File: src/rtl/tcam_access_ctrl.sv
// Access sequencer for a single TCAM: pipelined in-order lookups plus
// drain-then-write table updates with a lookup fairness quota and BUSY timeout.
module tcam_access_ctrl #(
  parameter int C_TCAM_ADDR_WIDTH = 5,
  parameter int C_TCAM_DATA_WIDTH = 16,
  parameter int C_LKP_LATENCY     = 2,
  parameter int C_LKP_QUOTA       = 4,
  parameter int C_BUSY_TIMEOUT    = 64
) (
  input  logic                         CLK,
  input  logic                         RSTN,
  input  logic                         WR_REQ,
  input  logic [C_TCAM_ADDR_WIDTH-1:0] WR_ADDR,
  input  logic [C_TCAM_DATA_WIDTH-1:0] WR_DATA,
  input  logic [C_TCAM_DATA_WIDTH-1:0] WR_MASK,
  output logic                         WR_ACK,
  input  logic                         LKP_VALID,
  output logic                         LKP_READY,
  input  logic [C_TCAM_DATA_WIDTH-1:0] LKP_KEY,
  input  logic [C_TCAM_DATA_WIDTH-1:0] LKP_MASK,
  output logic                         RES_VALID,
  output logic                         RES_HIT,
  output logic [C_TCAM_ADDR_WIDTH-1:0] RES_ADDR,
  output logic                         ERR,
  output logic                         TCAM_WE,
  output logic [C_TCAM_ADDR_WIDTH-1:0] TCAM_ADDR_WR,
  output logic [C_TCAM_DATA_WIDTH-1:0] TCAM_DIN,
  output logic [C_TCAM_DATA_WIDTH-1:0] TCAM_DATA_MASK,
  input  logic                         TCAM_BUSY,
  output logic [C_TCAM_DATA_WIDTH-1:0] TCAM_CMP_DIN,
  output logic [C_TCAM_DATA_WIDTH-1:0] TCAM_CMP_DATA_MASK,
  input  logic                         TCAM_MATCH,
  input  logic [C_TCAM_ADDR_WIDTH-1:0] TCAM_MATCH_ADDR
);

  localparam int AW  = C_TCAM_ADDR_WIDTH;
  localparam int DW  = C_TCAM_DATA_WIDTH;
  localparam int LAT = C_LKP_LATENCY;
  localparam int QW  = $clog2(C_LKP_QUOTA + 1);
  localparam int TW  = $clog2(C_BUSY_TIMEOUT + 1);

  typedef enum logic [1:0] {
    ST_IDLE  = 2'd0,
    ST_DRAIN = 2'd1,
    ST_WRITE = 2'd2,
    ST_WAIT  = 2'd3
  } state_t;

  state_t           state_r;
  state_t           state_nxt_s;
  logic             run_r;
  logic [QW-1:0]    quota_r;
  logic [TW-1:0]    wcnt_r;
  logic [LAT-1:0]   vld_r;
  logic             we_r;
  logic [AW-1:0]    wr_addr_r;
  logic [DW-1:0]    din_r;
  logic [DW-1:0]    dmask_r;
  logic             ack_r;
  logic             err_r;
  logic [DW-1:0]    cmp_din_r;
  logic [DW-1:0]    cmp_mask_r;
  logic             res_valid_r;
  logic             res_hit_r;
  logic [AW-1:0]    res_addr_r;

  logic             wr_pend_s;
  logic             quota_zero_s;
  logic             ready_s;
  logic             fire_s;
  logic             drained_s;
  logic             wait_done_s;
  logic             timeout_s;
  logic             we_s;
  logic             ack_s;
  logic             err_set_s;

  // The requester still holds WR_REQ in the cycle it sees WR_ACK; masking it
  // there keeps a completed write from being restarted.
  assign wr_pend_s    = WR_REQ & ~ack_r;
  assign quota_zero_s = (quota_r == {QW{1'b0}});
  assign ready_s      = run_r & (state_r == ST_IDLE) & ~(wr_pend_s & quota_zero_s);
  assign fire_s       = LKP_VALID & ready_s;
  assign drained_s    = (vld_r == {LAT{1'b0}}) & ~TCAM_BUSY;
  assign wait_done_s  = (wcnt_r != {TW{1'b0}}) & ~TCAM_BUSY;
  assign timeout_s    = (wcnt_r == TW'(C_BUSY_TIMEOUT - 1));

  // State register and post-reset run enable.
  always_ff @(posedge CLK or negedge RSTN) begin
    if (!RSTN) begin
      state_r <= ST_IDLE;
      run_r   <= 1'b0;
    end else begin
      state_r <= state_nxt_s;
      run_r   <= 1'b1;
    end
  end

  // Next-state decode.
  always_comb begin
    state_nxt_s = state_r;
    case (state_r)
      ST_IDLE: begin
        if (run_r && wr_pend_s && (quota_zero_s || !LKP_VALID)) begin
          state_nxt_s = ST_DRAIN;
        end else begin
          state_nxt_s = ST_IDLE;
        end
      end
      ST_DRAIN: begin
        if (drained_s) begin
          state_nxt_s = ST_WRITE;
        end else begin
          state_nxt_s = ST_DRAIN;
        end
      end
      ST_WRITE: state_nxt_s = ST_WAIT;
      ST_WAIT: begin
        if (wait_done_s || timeout_s) begin
          state_nxt_s = ST_IDLE;
        end else begin
          state_nxt_s = ST_WAIT;
        end
      end
      default: state_nxt_s = ST_IDLE;
    endcase
  end

  // Output decode; the registered copies line up WE with the WRITE state.
  always_comb begin
    we_s      = (state_nxt_s == ST_WRITE);
    ack_s     = (state_r == ST_WAIT) && (state_nxt_s == ST_IDLE);
    err_set_s = (state_r == ST_WAIT) && !wait_done_s && timeout_s;
  end

  // Write-side and status output registers.
  always_ff @(posedge CLK or negedge RSTN) begin
    if (!RSTN) begin
      we_r      <= 1'b0;
      wr_addr_r <= {AW{1'b0}};
      din_r     <= {DW{1'b0}};
      dmask_r   <= {DW{1'b0}};
      ack_r     <= 1'b0;
      err_r     <= 1'b0;
    end else begin
      we_r      <= we_s;
      wr_addr_r <= we_s ? WR_ADDR : {AW{1'b0}};
      din_r     <= we_s ? WR_DATA : {DW{1'b0}};
      dmask_r   <= we_s ? WR_MASK : {DW{1'b0}};
      ack_r     <= ack_s;
      err_r     <= err_r | err_set_s;
    end
  end

  // Lookup pipeline: compare inputs, in-flight tracker, result capture.
  always_ff @(posedge CLK or negedge RSTN) begin
    if (!RSTN) begin
      cmp_din_r   <= {DW{1'b0}};
      cmp_mask_r  <= {DW{1'b0}};
      vld_r       <= {LAT{1'b0}};
      res_valid_r <= 1'b0;
      res_hit_r   <= 1'b0;
      res_addr_r  <= {AW{1'b0}};
    end else begin
      cmp_din_r   <= fire_s ? LKP_KEY : {DW{1'b0}};
      cmp_mask_r  <= fire_s ? LKP_MASK : {DW{1'b0}};
      vld_r[0]    <= fire_s;
      for (int i = 1; i < LAT; i++) begin
        vld_r[i] <= vld_r[i-1];
      end
      res_valid_r <= vld_r[LAT-1];
      res_hit_r   <= vld_r[LAT-1] & TCAM_MATCH;
      res_addr_r  <= (vld_r[LAT-1] && TCAM_MATCH) ? TCAM_MATCH_ADDR : {AW{1'b0}};
    end
  end

  // Fairness quota and BUSY wait counter.
  always_ff @(posedge CLK or negedge RSTN) begin
    if (!RSTN) begin
      quota_r <= QW'(C_LKP_QUOTA);
      wcnt_r  <= {TW{1'b0}};
    end else begin
      if (ack_s) begin
        quota_r <= QW'(C_LKP_QUOTA);
      end else if (fire_s && wr_pend_s && !quota_zero_s) begin
        quota_r <= quota_r - QW'(1);
      end else begin
        quota_r <= quota_r;
      end
      wcnt_r <= (state_r == ST_WAIT) ? wcnt_r + TW'(1) : {TW{1'b0}};
    end
  end

  assign LKP_READY          = ready_s;
  assign WR_ACK             = ack_r;
  assign ERR                = err_r;
  assign TCAM_WE            = we_r;
  assign TCAM_ADDR_WR       = wr_addr_r;
  assign TCAM_DIN           = din_r;
  assign TCAM_DATA_MASK     = dmask_r;
  assign TCAM_CMP_DIN       = cmp_din_r;
  assign TCAM_CMP_DATA_MASK = cmp_mask_r;
  assign RES_VALID          = res_valid_r;
  assign RES_HIT            = res_hit_r;
  assign RES_ADDR           = res_addr_r;

endmodule
File: config.mk
export PLATFORM = sky130hd
export DESIGN_NAME = tcam_access_ctrl
export DESIGN_NICKNAME = d
export VERILOG_FILES = /design/src/rtl/tcam_access_ctrl.sv
export SDC_FILE = /design/constraint.sdc
export NUM_CORES = 1
export LEC_CHECK = 0
export BUFFER_PORTS_ARGS = -buffer_cell sky130_fd_sc_hd__buf_2
export CAP_MARGIN = 40
export CELL_PAD_IN_SITES_DETAIL_PLACEMENT = 1
export CELL_PAD_IN_SITES_GLOBAL_PLACEMENT = 2
export CORE_MARGIN = 2
export CORE_UTILIZATION = 30
export CTS_CLUSTER_DIAMETER = 30
export DETAILED_ROUTE_END_ITERATION = 10
export PLACE_DENSITY_LB_ADDON = 0.1
export SYNTH_ARGS = -nofsm -noshare
export SYNTH_HDL_FRONTEND = slang
export SYNTH_SLANG_ARGS = --single-unit
File: constraint.sdc
create_clock -name CLK -period 5.31 [get_ports CLK]
set_input_delay 1.593 -clock CLK [delete_from_list [all_inputs] [get_ports CLK]]
set_output_delay 1.593 -clock CLK [all_outputs]
set_load 0.005 [all_outputs]
# --- After elaboration in Yosys (flattened, before gate mapping) ---
# Cells that the tools add are included.
# W data, S select, Z words.
word_totals:
  register_bits: 94
  inputBits: 80
  word_cells: 67
  output_inout_bits: 80
op_classes:
  bitwise_logic: 12
  addsub: 2
  n_eq_ne: 5
  n_mux: 13
  reduce_logical: 19
op_table:
  columns: ["cell", "n"]
  rows:
  - ["$mux W16", 4]
  - ["$mux W5", 2]
  - ["$and A1 B1 Y1", 8]
  - ["$logic_and A1 B1 Y1", 8]
  - ["$pmux W2 S4", 1]
  - ["$add A7 B1 Y7 const B", 1]
  - ["$eq A7 B6 Y1 const B", 1]
  - ["$mux W7", 1]
  - ["$reduce_bool A7 Y1", 1]
  - ["$eq A2 B2 Y1 const B", 3]
  - ["$logic_not A2 Y1", 3]
  - ["$mux W3", 2]
  - ["$mux W2", 2]
  - ["$logic_not A1 Y1", 3]
  - ["$logic_not A3 Y1", 1]
  - ["$not A1 Y1", 3]
  - ["$sub A3 B1 Y3 const B", 1]
  - ["$eq A2 B1 Y1 const B", 1]
  - ["$logic_or A1 B1 Y1", 2]
  - ["$reduce_bool A2 Y1", 1]
  - ["$mux W1", 1]
  - ["$or A1 B1 Y1", 1]

# --- Longest topological paths before layout ---
# Gate-level depths: netlist (run 1).
logic_depth:
  depth_word: 10
  depth_mapped: 6
  depth_no_buf: 6

# --- Worst setup path after synthesis (run 1) ---
# No wires, ideal clock.
synth_timing:
  path_type: "input to output"
  startpoint: "input port WR_REQ"
  endpoint: "output port LKP_READY"
  path_buffers: 1
  path_slack_ns: 1.566
  arrival_ns: 2.151
  required_ns: 3.717
  cell_stages: 3
  path_cell_list: "inv_1 o311a_4 buf_2"
synth_between:
  elab_chain_cells: 4
synth_lines:
  columns: ["item", "line_no", "rtl"]
  rows:
  - ["from (decl)", "12", "input logic WR_REQ,"]
  - ["$and A1 B1 Y1", "80", "assign wr_pend_s = WR_REQ & ~ack_r;"]
  - ["$and A1 B1 Y1", "82", "assign ready_s = run_r & (state_r == ST_IDLE) & ~(wr_pend_s & quota_zero_s);"]
  - ["$not A1 Y1", "82", null]
  - ["$and A1 B1 Y1", "82", null]
  - ["to (decl)", "18", "output logic LKP_READY,"]
# Every way passes these cells.

# --- Worst setup path after layout (run 1) ---
# Ends and elaborated chain as after synthesis.

==> results of run 1 <==
-- cells by family (layout without fill, tap and decap cells) --
family,count (synthesis),count (layout),share of synthesized area
xor gates and xnor gates,5,5,0.0133
and+or+nand+nor,108,108,0.202
AOI/OAI and AO/OA,9,9,0.0262
adders and majority gates,4,4,0.0152
muxes,1,1,0.00456
buffers and inverters,16,184,0.0224
other,1,1,0.00114
DFF,94,94,0.715
-- through the flow --
step	power (mW)	hold slack [ns]	instances
CTS	1.68	0.441	546
floorplan	1.01	0.394	238
global route	1.76	0.460	546
detailed placement	1.16	0.417	530
global placement	1.14	0.418	528
finish	1.64	0.436	546
-- layout by cell type (no fill, tap or decap), types with 2 or more instances in the layout --
cell type | synthesis | routed
and2_1 | 39 | 39
a21oi_1 | 3 | 3
nand4_1 | 2 | 2
ha_1 | 4 | 4
buf_2 | 4 | 158
clkbuf_8 | 0 | 9
xnor2_1 | 3 | 3
nand2_1 | 6 | 6
nand3_1 | 2 | 2
inv_1 | 6 | 6
bufinv_16 | 0 | 2
nor4_1 | 2 | 2
nor2_2 | 2 | 3
dfrtp_1 | 93 | 93
buf_4 | 2 | 2
xor2_1 | 2 | 2
and3_1 | 38 | 38
clkbuf_1 | 3 | 2
nor2_1 | 8 | 7
-- worst max-delay path: stages --
cell	delay (ns)
buf_2	0.08
inv_1	0.04
o311a_4	0.50
buf_2	0.18
-- flip-flops by register name, summed over array words and instances, names as in the netlist --
| signal | cells |
|---|---|
| TCAM_CMP_DATA_MASK | 16 |
| TCAM_CMP_DIN | 16 |
| TCAM_DATA_MASK | 16 |
| TCAM_DIN | 16 |
| wcnt_r | 7 |
| RES_ADDR | 5 |
| TCAM_ADDR_WR | 5 |
| quota_r | 3 |
| state_r | 2 |
| vld_r | 2 |
| ERR | 1 |
| RES_HIT | 1 |
| RES_VALID | 1 |
| TCAM_WE | 1 |
| WR_ACK | 1 |
| run_r | 1 |
-- metal layers --
metal | vias to the layer above | wire length (um) | global-route usage
li1 | 1101 | - | -
met1 | 1172 | 3070 | 0.175
met2 | 93 | 4090 | 0.232
met3 | 12 | 720 | 0.0532
met4 | 0 | 159 | 0.0714
met5 | - | 0 | 0
-- report_power, final --
group	switching (mW)	total, mW	internal [mW]
clock	0.245	0.512	0.268
combinational	0.158	0.297	0.139
sequential	0.0413	0.834	0.793
total	0.444	1.64	1.20
-- worst paths after layout --
check / start / to / slack, ns / cells past startpoint
worst max-delay path: WR_REQ / LKP_READY / 1.32 / 4
worst min-delay path: vld_r[0] / vld_r[1] / 0.44 / 0
worst max register to register: vld_r[1] / TCAM_DIN[11] / 3.47 / 5
worst min register to register: vld_r[0] / vld_r[1] / 0.44 / 0
max in group asynchronous: RSTN / TCAM_CMP_DIN[8] / 3.21 / 3
min in group asynchronous: RSTN / wcnt_r[6] / 1.15 / 1
-- area by class of cell --
class                   instances  area share
inverters                       6     0.00504
clock buffers                  11      0.0294
repair buffers                162       0.187
multi-input cells             128       0.194
well taps                     140      0.0392
clock inverters                 5      0.0185
flip-flops and latches         94       0.527
==> results.ini, run 1 <==
[outcome]
outcome = complete, no violations

[cells_and_area]
fin_nets = 485
final_core_util = 0.416
fillers = 1223
drive_gt1_frac = 0.463
register_area_sq_um = 2350
stdcell_area_sq_um = 4470
diodes = 0
syn2layout_area_growth_pct = 35.8
multi_input_area_sq_um = 865

[synth]
synthTopCellsByCount = dfrtp_1 (93), and2_1 (39), and3_1 (38)
synth-seq-cells = 94
async_flop_share = 1.00
synth-main-ff-cell = dfrtp_1
synth_nets = 322
synth_warnings = 0
synth_most_common_cell = dfrtp_1
synth.cell_area_sq_um = 3290
synth_cell_types = 36
synth_top_area_cell = dfrtp_1
synth_area_leaders = dfrtp_1 (71%), and2_1 (7.4%), and3_1 (7.2%), ha_1 (1.5%), nor2_1 (0.91%)
netlist_instances = 238
syn_avg_cell_area_sq_um = 13.8
synth_edf_count = 0
yosysTopAreaCellShare = 0.707
seq_area_frac_synth = 0.715

[grt]
track_usage = 0.146
antenna_found_initial = 0
gr-total-overflow = 0
first_global_vias = 2496
grt_max_degree = 39
grt_pass1_wl_um = 12800

[timing]
hold_viol = 0
fin_ws_ns = 1.32
drv_slew = 0
min_period_over_period = 0.751
worstMarginPinSlew_ns = 0.768
fmax_mhz = 251
setup-tns-final_ns = 0
finalClockSkew_ns = 0.00543
max_slew_margin = 0.488
rsz0062_at_grt = no
final.min_clock_period_ns = 3.99
setup_violations = 0

[clock_tree]
clk_path_buf_depth = 2
cts.sinks = 94
holdBufCountCts = 0
clk_latency_ns = 0.36
cts-root-buf = clkbuf_8
cts_buffers = 9
postCtsSetupBuffers = 0
htree_levels = 3
clk_transition_reported_paths_ns = 0.09
cts_resized = 0
cts_tree = built

[pwr]
powerDensity_nw_per_um2 = 368
p_leak_nw = 2.67
ir_worst_vdd_mv = 0.118

[place]
dp_hpwl_um = 6020
io_buffers = 159
post-place-ws_ns = 1.31
place_area_sq_um = 4250
gp_congestion = 0.702

[setup_path]
end_kind = output pin
arrival_ns = 2.40
startpoint_type = input pin
path_max_fanout = 34
required_ns = 3.72
crit_type = in -> out

[routing]
routed_via_density = 4.36
vias = 2378
ant_nets = 0
drc_errors = 0
wl_per_cell_um = 14.7
routed_wl_um = 8040
initialDrtViolationCount = 63
dr.pass1.iters = 3

[die]
coreArea_sq_um = 10700
die_w_um = 109
start_util = 0.306
dieHeight_um = 109
rows = 38
pin_count = 160
die_area_sq_um = 11800

[worst_hold_path]
hold_path_class = reg -> reg

[flow_run]
maxCapViolCount = 0

(Power assumes the default switching activity.)
==> inputs of run 2 (changes only) <==
- ABC_AREA: unset -> 1
- CORE_UTILIZATION: 30 -> 27
- clock period: 5.31 -> 3.99 ns (I/O delays scaled with it)
==> run 2 against run 1 <==
  * Cell area increased by 7.4%
  * Hold slack lost 0.060 ns
  * Worst setup slack got worse by 0.33 ns
  * Critical path depth grew 1
  * Non-clock buffer count is the same
  * Core utilization is 3.5 points lower
  * Sequential cell count unchanged
==> results.ini, run 2 <==
[outcome]
outcome = complete, no violations

[synth]
synth_area_leaders = dfrtp_1 (67%), inv_1 (10%), nor2_1 (6.3%), nor2_2 (5.6%), nand2_1 (2.6%)
async_flop_share = 1.00
synth.cell_area_sq_um = 3480
synth_warnings = 0
syn_avg_cell_area_sq_um = 10.3
synth-main-ff-cell = dfrtp_1
synth_top_area_cell = dfrtp_1
synth_edf_count = 0
netlist_instances = 337
synth-seq-cells = 94
synth_nets = 421
seq_area_frac_synth = 0.677
yosysTopAreaCellShare = 0.670
synth_most_common_cell = inv_1
synthTopCellsByCount = inv_1 (94), dfrtp_1 (93), nor2_1 (58)
synth_cell_types = 23

[die]
die_area_sq_um = 13800
pin_count = 160
dieHeight_um = 117
die_w_um = 117
start_util = 0.275
rows = 41
coreArea_sq_um = 12600

[clock_tree]
holdBufCountCts = 0
postCtsSetupBuffers = 0
clk_path_buf_depth = 2
clk_latency_ns = 0.34
cts.sinks = 94
cts_buffers = 9
clk_transition_reported_paths_ns = 0.06
cts_tree = built
cts-root-buf = clkbuf_16
cts_resized = 0
htree_levels = 3

[setup_path]
slowest_delay_ns = 0.21
crit_buf_inv = 3
crit_chain = buf_2 -> inv_1 -> nor2_1 -> a31oi_4 -> buf_2
startpoint_type = input pin
cp_top_family = buffers and inverters
path_max_fanout = 2
arrival_ns = 1.80
slowest_stage = nor2_1
required_ns = 2.79
cp_common_cell = buf_2
crit_type = in -> out
end_kind = output pin

[place]
gp_congestion = 0.706
post-place-ws_ns = 0.966
place_area_sq_um = 4460
io_buffers = 159
dp_hpwl_um = 6260

[pwr]
powerDensity_nw_per_um2 = 534
p_sw_mw = 0.682
p_leak_nw = 3.04
swShare = 0.266
p_clk_frac = 0.381
pwr-share-comb = 0.180
ir_worst_vdd_mv = 0.206
p_int_mw = 1.88
pwr-share-seq = 0.439

[timing]
setup-tns-final_ns = 0
rsz0062_at_grt = no
min_period_over_period = 0.752
setup_violations = 0
fmax_mhz = 333
worstMarginPinSlew_ns = 0.584
hold_viol = 0
drv_slew = 0
finalClockSkew_ns = 0.00752
max_slew_margin = 0.610
final.min_clock_period_ns = 3.00
fin_ws_ns = 0.991

[flow_run]
maxCapViolCount = 0

[cells_and_area]
multi_input_area_sq_um = 718
mostFrequentLayoutCell = buf_2
fin_nets = 587
stdcell_area_sq_um = 4800
register_area_sq_um = 2350
drive_gt1_frac = 0.418
final_cell_mix = buf_2 (158), inv_1 (94), dfrtp_1 (93), nor2_1 (58), nor2_2 (31)
diodes = 0
syn2layout_area_growth_pct = 38.0
fillers = 1532

[grt]
gr-total-overflow = 0
grt_pass1_wl_um = 14200
first_global_vias = 2745
track_usage = 0.134
grt_max_degree = 46
antenna_found_initial = 0

[routing]
ant_nets = 0
initialDrtViolationCount = 79
wl_per_cell_um = 12.6
routed_via_density = 3.86
dr.pass1.iters = 4
drc_errors = 0
vias = 2621
routed_wl_um = 8570

[worst_hold_path]
hold_path_class = reg -> reg

==> run 2: cell type report <==
type | instances | share of cell area
timing repair buffer | 162 | 0.171
clock inverter | 4 | 0.0198
multi-input combinational | 142 | 0.150
inverter | 94 | 0.0735
clock buffer | 11 | 0.0506
tap | 172 | 0.0449
sequential | 94 | 0.490
==> run 2: cells by family after synthesis <==
kind of cell,count (synthesis),share of synthesized area
AND/OR/NAND/NOR,130,0.174
buffers and inverters,101,0.116
flip-flops,94,0.677
AO/OA/AOI/OAI,5,0.0126
adder cells (fa/ha/maj),4,0.0144
XOR/XNOR,2,0.00504
other,1,0.00108
==> run 2: path summary, 6_finish.rpt <==
kind / start / endpoint / slack (ns) / cells past startpoint
max: WR_REQ / LKP_READY / 0.99 / 5
min: vld_r[0] / vld_r[1] / 0.38 / 0
max reg2reg: quota_r[0] / TCAM_CMP_DATA_MASK[15] / 2.50 / 5
min reg2reg: vld_r[0] / vld_r[1] / 0.38 / 0
max in group asynchronous: RSTN / quota_r[2] / 2.27 / 2
min in group asynchronous: RSTN / TCAM_ADDR_WR[4] / 0.86 / 1
==> run 2: worst register-to-register path, delay by kind of cell (launching register included) <==
family                   cells  cell delay, ns
AND/OR/NAND/NOR              2            0.55
flip-flops                   1            0.37
adder cells (fa/ha/maj)      1            0.22
AO/OA/AOI/OAI                1            0.11
buffers and inverters        1            0.10
==> run 2: power groups by stage <==
stage | Clock [mW] | Sequential (mW) | Combinational (mW)
global placement | 0 | 1.14 | 0.470
floorplan | 0 | 1.15 | 0.249
CTS | 1.02 | 1.13 | 0.483
finish | 0.976 | 1.13 | 0.462
detailed placement | 0 | 1.14 | 0.483
global route | 1.06 | 1.14 | 0.540
==> run 2: metal layers <==
layer,global-route usage,share of wire
met5,0,0
met4,0.0610,0.022
met1,0.159,0.42
met3,0.0673,0.11
met2,0.203,0.45
==> run 2: metrics by stage <==
stage	hold WS [ns]	utilization	power [mW]	std cells
finish	0.377	0.380	2.56	679
floorplan	0.355	-	1.40	337
global route	0.394	0.380	2.74	679
detailed placement	0.367	0.353	1.63	664
CTS	0.381	0.380	2.63	679
global placement	0.359	0.353	1.61	664
